### src/rtl/led_pattern_gen.sv
// LED pattern generator: one of five patterns (up, down, gray, bounce, fill)
// stepped at a rate derived from the system clock, with pause and mode restart.
module led_pattern_gen #(
  parameter int unsigned CLK_FREQ    = 100_000_000,
  parameter int unsigned UPDATE_FREQ = 10,
  parameter int unsigned LED_WIDTH   = 8
) (
  input  logic                 clk,
  input  logic                 rst,
  input  logic                 enable,
  input  logic [2:0]           mode,
  input  logic [1:0]           speed_sel,
  output logic [LED_WIDTH-1:0] led,
  output logic                 step
);

  localparam int unsigned RATIO  = CLK_FREQ / UPDATE_FREQ;
  localparam int unsigned DIV_W  = (RATIO > 1) ? $clog2(RATIO) : 1;
  localparam int unsigned POS_W  = $clog2(LED_WIDTH);
  localparam int unsigned FILL_W = $clog2(LED_WIDTH + 1);

  // Terminal divider counts per speed; a period below one cycle saturates at every-cycle.
  localparam int unsigned P0  = CLK_FREQ / (UPDATE_FREQ << 0);
  localparam int unsigned P1  = CLK_FREQ / (UPDATE_FREQ << 1);
  localparam int unsigned P2  = CLK_FREQ / (UPDATE_FREQ << 2);
  localparam int unsigned P3  = CLK_FREQ / (UPDATE_FREQ << 3);
  localparam int unsigned PM0 = (P0 > 1) ? P0 - 1 : 0;
  localparam int unsigned PM1 = (P1 > 1) ? P1 - 1 : 0;
  localparam int unsigned PM2 = (P2 > 1) ? P2 - 1 : 0;
  localparam int unsigned PM3 = (P3 > 1) ? P3 - 1 : 0;

  typedef enum logic [2:0] {
    M_UP     = 3'd0,
    M_DOWN   = 3'd1,
    M_GRAY   = 3'd2,
    M_BOUNCE = 3'd3,
    M_FILL   = 3'd4
  } mode_e;

  mode_e                 mode_eff;
  mode_e                 mode_q, mode_d;
  logic [DIV_W-1:0]      div_q, div_d, div_last;
  logic [LED_WIDTH-1:0]  cnt_q, cnt_d;
  logic [POS_W-1:0]      pos_q, pos_d;
  logic                  dir_q, dir_d;   // 0 = moving toward MSB
  logic [FILL_W-1:0]     fill_q, fill_d;
  logic [LED_WIDTH-1:0]  led_q, led_d;
  logic                  step_q, step_d;

  assign mode_eff = (mode > 3'd4) ? M_UP : mode_e'(mode);

  always_comb begin
    div_last = DIV_W'(PM0);
    unique case (speed_sel)
      2'd0: div_last = DIV_W'(PM0);
      2'd1: div_last = DIV_W'(PM1);
      2'd2: div_last = DIV_W'(PM2);
      2'd3: div_last = DIV_W'(PM3);
      default: div_last = DIV_W'(PM0);
    endcase
  end

  always_ff @(posedge clk) begin
    if (rst) begin
      mode_q <= M_UP;
      div_q  <= '0;
      cnt_q  <= '0;
      pos_q  <= '0;
      dir_q  <= 1'b0;
      fill_q <= '0;
      led_q  <= '0;
      step_q <= 1'b0;
    end else begin
      mode_q <= mode_d;
      div_q  <= div_d;
      cnt_q  <= cnt_d;
      pos_q  <= pos_d;
      dir_q  <= dir_d;
      fill_q <= fill_d;
      led_q  <= led_d;
      step_q <= step_d;
    end
  end

  // Mode restart takes priority over a tick; pause freezes everything but step.
  always_comb begin
    mode_d = mode_q;
    div_d  = div_q;
    cnt_d  = cnt_q;
    pos_d  = pos_q;
    dir_d  = dir_q;
    fill_d = fill_q;
    led_d  = led_q;
    step_d = 1'b0;
    if (mode_eff != mode_q) begin
      mode_d = mode_eff;
      div_d  = '0;
      cnt_d  = (mode_eff == M_DOWN) ? '1 : '0;
      pos_d  = '0;
      dir_d  = 1'b0;
      fill_d = '0;
      if (mode_eff == M_DOWN)        led_d = '1;
      else if (mode_eff == M_BOUNCE) led_d = LED_WIDTH'(1);
      else                           led_d = '0;
    end else if (enable) begin
      if (div_q >= div_last) begin
        div_d  = '0;
        step_d = 1'b1;
        unique case (mode_q)
          M_DOWN: begin
            cnt_d = cnt_q - LED_WIDTH'(1);
            led_d = cnt_d;
          end
          M_GRAY: begin
            cnt_d = cnt_q + LED_WIDTH'(1);
            led_d = cnt_d ^ (cnt_d >> 1);
          end
          M_BOUNCE: begin
            if (!dir_q) begin
              pos_d = pos_q + POS_W'(1);
              if (pos_d == POS_W'(LED_WIDTH - 1)) dir_d = 1'b1;
            end else begin
              pos_d = pos_q - POS_W'(1);
              if (pos_d == '0) dir_d = 1'b0;
            end
            led_d = LED_WIDTH'(1) << pos_d;
          end
          M_FILL: begin
            fill_d = (fill_q == FILL_W'(LED_WIDTH)) ? '0 : fill_q + FILL_W'(1);
            for (int i = 0; i < int'(LED_WIDTH); i++) led_d[i] = (i < int'(fill_d));
          end
          default: begin
            cnt_d = cnt_q + LED_WIDTH'(1);
            led_d = cnt_d;
          end
        endcase
      end else begin
        div_d = div_q + DIV_W'(1);
      end
    end
  end

  assign led  = led_q;
  assign step = step_q;

endmodule

### config.mk
export PLATFORM = sky130hd
export DESIGN_NAME = led_pattern_gen
export DESIGN_NICKNAME = d
export VERILOG_FILES = /design/src/rtl/led_pattern_gen.sv
export SDC_FILE = /design/constraint.sdc
export NUM_CORES = 1
export LEC_CHECK = 0
export CORE_MARGIN = 3
export CORE_UTILIZATION = 61
export CTS_CLUSTER_SIZE = 12
export DETAILED_ROUTE_END_ITERATION = 8
export HOLD_SLACK_MARGIN = 0.08
export PLACE_DENSITY = 0.8
export SETUP_SLACK_MARGIN = 0.5
export SLEW_MARGIN = 20
export SYNTH_ARGS = -nofsm -noshare
export SYNTH_HDL_FRONTEND = slang
export SYNTH_SLANG_ARGS = --single-unit
### constraint.sdc
create_clock -name clk -period 3.26 [get_ports clk]
set_input_delay 0.489 -clock clk [delete_from_list [all_inputs] [get_ports clk]]
set_output_delay 0.489 -clock clk [all_outputs]
set_load 0.05 [all_outputs]
# After elaboration in Yosys (flattened, before gate mapping)
# Index checks and enable logic that the tools add are counted.
# classes
n_lt_le_gt_ge,10
mul,0
add_sub_neg,6
n_div,0
n_shift,1
bitwise_logic,2
n_eq_ne,13
n_mux,24
reduce_logical,11
# op_table
op,n
24-bit one-hot mux with 4 select lines,1
8-bit 2-to-1 mux,8
8-bit one-hot mux with 4 select lines,1
24-bit by 1-bit adder with 24-bit output (second input constant),1
24-bit greater-or-equal comparator,1
24-bit 2-to-1 mux,1
3-bit 2-to-1 mux,6
3-bit by 4-bit < comparator with 1-bit output (first input constant),4
8-bit one-hot mux with 2 select lines,1
3-bit by 2-bit == test with 1-bit output (second input constant),3
3-bit AND reduction,3
8-bit by 1-bit adder with 8-bit output (second input constant),1
1-bit by 4-bit < comparator with 1-bit output (first input constant),2
2-bit by 4-bit < comparator with 1-bit output (first input constant),2
1-bit by 3-bit << shifter with 8-bit output (first input constant),1
8-bit by 1-bit subtractor with 8-bit output (second input constant),1
8-bit by 7-bit bitwise XOR with 8-bit output,1
3-bit by 1-bit == test with 1-bit output (second input constant),2
3-bit == test (second input constant),2
1-bit 2-to-1 mux,5
4-bit by 1-bit adder with 4-bit output (second input constant),1
2-bit == test (second input constant),2
4-bit == test (second input constant),1
4-bit 2-to-1 mux,1
other kinds (13),15
# word_totals
latch_bits,0
ram_bits,0
inputBits,8
wordCells,75
n_memories,0
output_inout_bits,9
reg_bits,52
romBits,0

# Longest topological paths before layout
# logic_depth
ltp_word,11
ltp_mapped,14
depth_no_buf,11

# Least setup slack after synthesis
# OpenSTA, ideal clock, no wires.
# synth_timing
path_kind,in2reg
from,in speed_sel[0]
to,reg cnt_q[6]
cell_stages,13
setup_ns,0.074
required_ns,3.186
n_path_buf,2
t_arrival_ns,2.678
setup_slack_ns,0.508
cell_sequence,inv_1 ha_1 buf_4 inv_1 ha_1 nand2_1 nor4_2 o2111ai_1 nor2_1 o21ai_2 buf_6 or4_1 a31oi_1
# synth_between
elab_chain_cells,5
word_cells_on_any_way,8
cone_classes,order compare (1); eq/ne (3); mux (1); reduce/logical (3)
# synth_lines
element,line_no,rtl
"start, declared",12,"input logic [1:0] speed_sel,"
2-bit == test (tied with other cells),54,unique case (speed_sel)
24-bit one-hot mux with 4 select lines (*),54,
24-bit greater-or-equal comparator (*),106,if (div_q >= div_last) begin
2-bit nonzero test (no source line) (*),-,
3-bit AND reduction (no source line) (*),-,
"end signal, assigned",76,cnt_q <= cnt_d;
"end, declared",43,"logic [LED_WIDTH-1:0] cnt_q, cnt_d;"
# Every way passes the cells marked *; elsewhere a longest branch is shown, timed or not. The select of a mux whose other input is x is not followed.
# A chain may end at the register's enable or synchronous reset.

# Worst setup path after layout
# layout_timing
from,in speed_sel[1]
to,reg cnt_q[5]
# Same word-level chain as after synthesis.

==> impl_results.html <==
<table>
<tr><th>Metric</th><th>Value</th></tr>
<tr><th colspan="2">Power</th></tr>
<tr><td>Net switching power figure</td><td>0.467 mW</td></tr>
<tr><td>VDD IR-drop max</td><td>0.315 mV</td></tr>
<tr><td>Fraction of power consumed by combinational cells</td><td>24.9%</td></tr>
<tr><td>Seq pwr share</td><td>48.2%</td></tr>
<tr><td>Static leakage</td><td>1.78 nW</td></tr>
<tr><td>Share of power burned in the clock network</td><td>26.8%</td></tr>
<tr><td>Power per standard cell area</td><td>298 mW/mm^2</td></tr>
<tr><td>Overall Power</td><td>1.42 mW</td></tr>
<tr><td>Switching power as a share of total power</td><td>32.9%</td></tr>
<tr><td>Internal power summed over all cells</td><td>0.952 mW</td></tr>
<tr><th colspan="2">Run</th></tr>
<tr><td>Max cap viols</td><td>0</td></tr>
<tr><th colspan="2">Worst setup path</th></tr>
<tr><td>Top delay family on crit path</td><td>buffers and inverters</td></tr>
<tr><td>Path type of the worst setup path</td><td>in -&gt; reg</td></tr>
<tr><td>Slowest-stage cell, CP</td><td>sky130_fd_sc_hd__a311o_1</td></tr>
<tr><td>Critical Path Fanout Max</td><td>5</td></tr>
<tr><td>Depth of the most critical reg-to-reg path</td><td>11</td></tr>
<tr><td>Worst-case register-to-register setup slack</td><td>0.64 ns</td></tr>
<tr><td>Arrival time worst endpoint</td><td>2.99 ns</td></tr>
<tr><td>Sum of buffers and inverters on the critical path</td><td>7</td></tr>
<tr><td>Startpoint type of the worst setup path</td><td>primary input</td></tr>
<tr><td>Slowest stage delay, CP</td><td>0.34 ns</td></tr>
<tr><td>Cells traversed along the worst timing path</td><td>buf_12 &gt; inv_6 &gt; ha_4 &gt; inv_2 &gt; buf_4 &gt; ha_1 &gt; and3_4 &gt; and3_1 &gt; o21ai_2 &gt; nand3_2 &gt; o21ai_4 &gt; buf_12 &gt; buf_16 &gt; buf_4 &gt; nor3_1 &gt; a311o_1</td></tr>
<tr><td>Start of the worst register-to-register path</td><td>div_q[5]</td></tr>
<tr><td>Capture point of the worst reg-to-reg path</td><td>cnt_q[5]</td></tr>
<tr><td>Required @ worst endpoint</td><td>3.46 ns</td></tr>
<tr><td>Worst setup EP type</td><td>flop</td></tr>
<tr><th colspan="2">Floorplanning</th></tr>
<tr><td>Overall die width</td><td>85.2 um</td></tr>
<tr><td>Number of placement rows</td><td>28</td></tr>
<tr><td>Die H</td><td>85.2 um</td></tr>
<tr><td>Area inside the core boundary</td><td>0.00599 sq mm</td></tr>
<tr><td>Die area</td><td>0.00725 sq mm</td></tr>
<tr><td>Effective utilization at floorplan</td><td>63.8%</td></tr>
<tr><td>Count of pins on the block boundary</td><td>17</td></tr>
<tr><th colspan="2">Detailed routing</th></tr>
<tr><td>Detailed Routing Iterations Pass 1</td><td>7</td></tr>
<tr><td>DR vias/cell</td><td>6.65</td></tr>
<tr><td>Antenna-violating nets left</td><td>0</td></tr>
<tr><td>Vias</td><td>3997</td></tr>
<tr><td>Remaining routing DRC violations</td><td>0</td></tr>
<tr><td>First DRT Iteration DRCs</td><td>358</td></tr>
<tr><td>Routed WL</td><td>12100 um</td></tr>
<tr><td>Average detailed-routed wire length per instance</td><td>20.1 um</td></tr>
<tr><th colspan="2">Clocking</th></tr>
<tr><td>Total clock buffers created by CTS</td><td>5</td></tr>
<tr><td>Clock tree from TritonCTS</td><td>built</td></tr>
<tr><td>Clock root buffer</td><td>sky130_fd_sc_hd__clkbuf_8</td></tr>
<tr><td>Clock edge transition at the registers on the reported setup and hold paths</td><td>0.11 ns</td></tr>
<tr><td>Number of buffers inserted by hold repair at cts</td><td>0</td></tr>
<tr><td>CTS Sinks</td><td>52</td></tr>
<tr><td>Buffer levels on the longest clock path</td><td>2</td></tr>
<tr><td>H-tree lvl count</td><td>2</td></tr>
<tr><td>Insertion delay to the later sink of the worst-skew pair</td><td>0.32 ns</td></tr>
<tr><th colspan="2">Cells and area</th></tr>
<tr><td>Synth-to-layout area growth</td><td>24.6%</td></tr>
<tr><td>Antenna fix cells</td><td>0</td></tr>
<tr><td>Filler-free cell count of the finished design</td><td>601</td></tr>
<tr><td>Final layout net count</td><td>566</td></tr>
<tr><td>Layout filler cell count</td><td>399</td></tr>
<tr><td>Layout cells sized above 1</td><td>17.1%</td></tr>
<tr><th colspan="2">GRT</th></tr>
<tr><td>Vias in the first global route</td><td>3562</td></tr>
<tr><td>Total Routing Usage GR</td><td>30.1%</td></tr>
<tr><td>Total gr overflow</td><td>0</td></tr>
<tr><td>Antenna violations before repair</td><td>0</td></tr>
<tr><td>Maximum number of pins on one net before global-route repair</td><td>24</td></tr>
<tr><td>Global-route wire length before repair</td><td>17600 um</td></tr>
<tr><th colspan="2">Timing</th></tr>
<tr><td>Fmax</td><td>359 MHz</td></tr>
<tr><td>Final Critical Period</td><td>2.78 ns</td></tr>
<tr><td>Number of hold violations in the final report</td><td>0</td></tr>
<tr><td># setup viols final</td><td>0</td></tr>
<tr><td>Number of max-slew violations in the final report</td><td>0</td></tr>
<tr><td>Period utilisation layout</td><td>85.4%</td></tr>
<tr><td>Worst hold-check slack</td><td>0.464 ns</td></tr>
<tr><td>Skew final</td><td>0.0144 ns</td></tr>
<tr><td>Worst-case headroom to the max-slew limit</td><td>52.2%</td></tr>
<tr><td>Unrepaired setup endpoints after global routing</td><td>yes</td></tr>
<tr><td>Slew at the pin closest to its max-slew limit</td><td>0.711 ns</td></tr>
<tr><th colspan="2">Synthesis</th></tr>
<tr><td>Syn Std Cell Area</td><td>0.00382 sq mm</td></tr>
<tr><td>Main combinational cell family by area after synthesis</td><td>simple AND/OR/NAND/NOR gates</td></tr>
<tr><td>Synth cell types</td><td>63</td></tr>
<tr><td>Number of register bits inferred by synthesis</td><td>52</td></tr>
<tr><td>Parity-gate share of the synthesized area counting xor and xnor cells</td><td>11.0%</td></tr>
<tr><td>Number of warnings printed during yosys synthesis</td><td>0</td></tr>
<tr><td>Compound-gate portion of the synthesized area</td><td>18.7%</td></tr>
<tr><td>Post-synth EDFFs</td><td>0</td></tr>
<tr><td>Fraction of the yosys area taken by sequential cells</td><td>27.2%</td></tr>
<tr><td>Mux cell area share after synthesis</td><td>1.31%</td></tr>
<tr><td>Cell accounting for the most synthesized area</td><td>sky130_fd_sc_hd__dfxtp_1</td></tr>
<tr><td>Proportion of netlist area held by the largest area contributor</td><td>27.2%</td></tr>
<tr><td>Average size of a mapped cell</td><td>7.78 sq um</td></tr>
<tr><td>Primary FF master, synth</td><td>sky130_fd_sc_hd__dfxtp_1</td></tr>
<tr><td>Share of flip-flops with an asynchronous set or reset</td><td>0%</td></tr>
<tr><td>Cell types with the largest area share after synthesis</td><td>sky130_fd_sc_hd__dfxtp_1 (27%), sky130_fd_sc_hd__ha_1 (11%), sky130_fd_sc_hd__nor2_1 (7.1%)</td></tr>
<tr><td>Synthesized instance count</td><td>491</td></tr>
<tr><td>Adder-cell area share of the yosys netlist</td><td>10.8%</td></tr>
<tr><td>Post-Syn Nets</td><td>532</td></tr>
<tr><td>Synth Area in Simple Gates</td><td>26.0%</td></tr>
<tr><th colspan="2">Placed design</th></tr>
<tr><td>Placed wire-length estimate after detailed placement</td><td>7630 um</td></tr>
<tr><td>Port-buffer cells</td><td>16</td></tr>
<tr><td>Final estimated routing congestion in global placement</td><td>0.958</td></tr>
<tr><td>Cells after DPL</td><td>581</td></tr>
<tr><th colspan="2">Hold path</th></tr>
<tr><td>Min-Delay Path Class</td><td>reg -&gt; reg</td></tr>
<tr><td>Worst Hold Path Cells</td><td>2</td></tr>
<tr><td>Startpoint of the most critical hold path</td><td>led[7]</td></tr>
<tr><td>Worst hold endpoint</td><td>led[7]</td></tr>
<tr><th colspan="2">Run status</th></tr>
<tr><td>Status</td><td>complete, no violations</td></tr>
</table>
what timing repair did:
action,in CTS,in global routing
gates cloned,1,1
resized for setup,40,37
buffers inserted,4,6
setup endpoints to repair,48,48
pin swaps,9,17
layout by cell type, fill, tap and decap left out, types with 5 or more instances in the layout:
cell                              instances
sky130_fd_sc_hd__mux2i_1                  5
sky130_fd_sc_hd__or4_1                    6
sky130_fd_sc_hd__o211ai_1                 7
sky130_fd_sc_hd__inv_1                   14
sky130_fd_sc_hd__nand2_1                 34
sky130_fd_sc_hd__buf_12                   8
sky130_fd_sc_hd__nor3_1                  12
sky130_fd_sc_hd__buf_4                   26
sky130_fd_sc_hd__o31ai_1                  7
sky130_fd_sc_hd__clkdlybuf4s50_1         14
sky130_fd_sc_hd__nand2b_1                 5
sky130_fd_sc_hd__ha_1                    21
sky130_fd_sc_hd__a21oi_1                 24
sky130_fd_sc_hd__dfxtp_1                 50
sky130_fd_sc_hd__xor2_1                  26
sky130_fd_sc_hd__and3_1                   9
sky130_fd_sc_hd__nor2_1                  68
sky130_fd_sc_hd__or3_1                    5
sky130_fd_sc_hd__clkbuf_8                 5
sky130_fd_sc_hd__nand4_1                  8
sky130_fd_sc_hd__o21ai_0                 14
sky130_fd_sc_hd__ha_4                    12
sky130_fd_sc_hd__a31oi_1                 12
sky130_fd_sc_hd__nand3_1                 19
sky130_fd_sc_hd__xnor2_1                 21
logic make-up after synthesis:
group,Yosys count
and+or+nand+nor,202
AOI/OAI and AO/OA,105
DFF,52
xor gates and xnor gates,48
buffers and inverters,46
adders and majority gates,33
muxes,5
cell type report:
class,instances,area [sq um],share of cell area [%]
multi-input cells,393,2880,60.4
well taps,75,93.8,1.97
repair buffers,52,571,12.0
clock buffers,6,72.6,1.52
inverters,21,91.3,1.92
clock inverters,2,16.3,0.341
flip-flops and latches,52,1040,21.9
state kept, by name, indices dropped and copies added, names as in the netlist:
name	flops
mode_q	3
led	8
dir_q	1
step	1
pos_q	3
div_q	24
fill_q	4
cnt_q	8
metrics by stage:
stage / setup slack (ns) / instance area, sq um / setup TNS (ns) / utilization (%)
global placement: -0.266 / 4200 / -1.53 / 70.0
finish: 0.477 / 4760 / 0 / 79.5
CTS: 0.503 / 4500 / 0 / 75.1
detailed placement: -0.434 / 4200 / -4.27 / 70.0
floorplan: 0.508 / 3820 / 0 / -
global route: 0.411 / 4760 / 0 / 79.5
worst register-to-register path, stage by stage (launching register included):
cell and delay (ns):
sky130_fd_sc_hd__dfxtp_1 0.50, sky130_fd_sc_hd__ha_1 0.30, sky130_fd_sc_hd__o22ai_1 0.17, sky130_fd_sc_hd__a21oi_1 0.10
sky130_fd_sc_hd__a2111oi_4 0.34, sky130_fd_sc_hd__nor2_4 0.11, sky130_fd_sc_hd__o21ai_4 0.24, sky130_fd_sc_hd__buf_12 0.14
sky130_fd_sc_hd__buf_16 0.10, sky130_fd_sc_hd__buf_4 0.11, sky130_fd_sc_hd__nor3_1 0.06, sky130_fd_sc_hd__a311o_1 0.34
worst max path at each step:
| stage | from | slack, ns | cells after the start | end |
|---|---|---|---|---|
| after detailed placement | speed_sel[0] | -0.43 | 14 | led[7] |
| final | speed_sel[1] | 0.48 | 16 | cnt_q[5] |
| after CTS | speed_sel[0] | 0.50 | 14 | cnt_q[6] |
| after global placement | speed_sel[0] | -0.27 | 14 | led[7] |
| after global routing | speed_sel[1] | 0.41 | 14 | cnt_q[2] |
| after floorplan | speed_sel[0] | 0.51 | 13 | cnt_q[6] |
routing by layer:
layer | global-route usage (%) | up-vias | wire (um)
li1 | - | 1837 | -
met5 | 0 | - | 0
met3 | 6.99 | 59 | 1200
met4 | 11.2 | 0 | 483
met1 | 41.3 | 1867 | 4790
met2 | 46.2 | 234 | 5600
cell usage after synthesis (3+ instances only):
cell type / number
sky130_fd_sc_hd__and2_1: 4
sky130_fd_sc_hd__a21oi_1: 25
sky130_fd_sc_hd__nor3_1: 12
sky130_fd_sc_hd__o31ai_1: 7
sky130_fd_sc_hd__a2111oi_0: 3
sky130_fd_sc_hd__nor4_1: 4
sky130_fd_sc_hd__clkbuf_1: 17
sky130_fd_sc_hd__nand3b_1: 3
sky130_fd_sc_hd__and3_1: 10
sky130_fd_sc_hd__nand2_1: 35
sky130_fd_sc_hd__nand2b_1: 5
sky130_fd_sc_hd__a31oi_1: 12
sky130_fd_sc_hd__or4_1: 7
sky130_fd_sc_hd__o21ai_0: 16
sky130_fd_sc_hd__o211ai_1: 7
sky130_fd_sc_hd__inv_1: 20
sky130_fd_sc_hd__dfxtp_1: 52
sky130_fd_sc_hd__mux2i_1: 5
sky130_fd_sc_hd__xnor2_1: 22
sky130_fd_sc_hd__nand4_1: 8
sky130_fd_sc_hd__o22ai_1: 3
sky130_fd_sc_hd__xor2_1: 26
sky130_fd_sc_hd__a211oi_1: 4
sky130_fd_sc_hd__nand3_1: 21
sky130_fd_sc_hd__buf_2: 5
sky130_fd_sc_hd__ha_1: 33
sky130_fd_sc_hd__nor3b_1: 3
sky130_fd_sc_hd__or3_1: 5
sky130_fd_sc_hd__nor2_1: 72
power groups by stage:
stage | registers [mW] | clock network, mW | logic (mW)
6_report | 0.685 | 0.381 | 0.354
5_1_grt | 0.687 | 0.403 | 0.374
4_1_cts | 0.682 | 0.377 | 0.313
3_5_place_dp | 0.696 | 0 | 0.293
3_3_place_gp | 0.695 | 0 | 0.287
2_1_floorplan | 0.695 | 0 | 0.191
No activity file was read; power rests on OpenSTA's default activity.
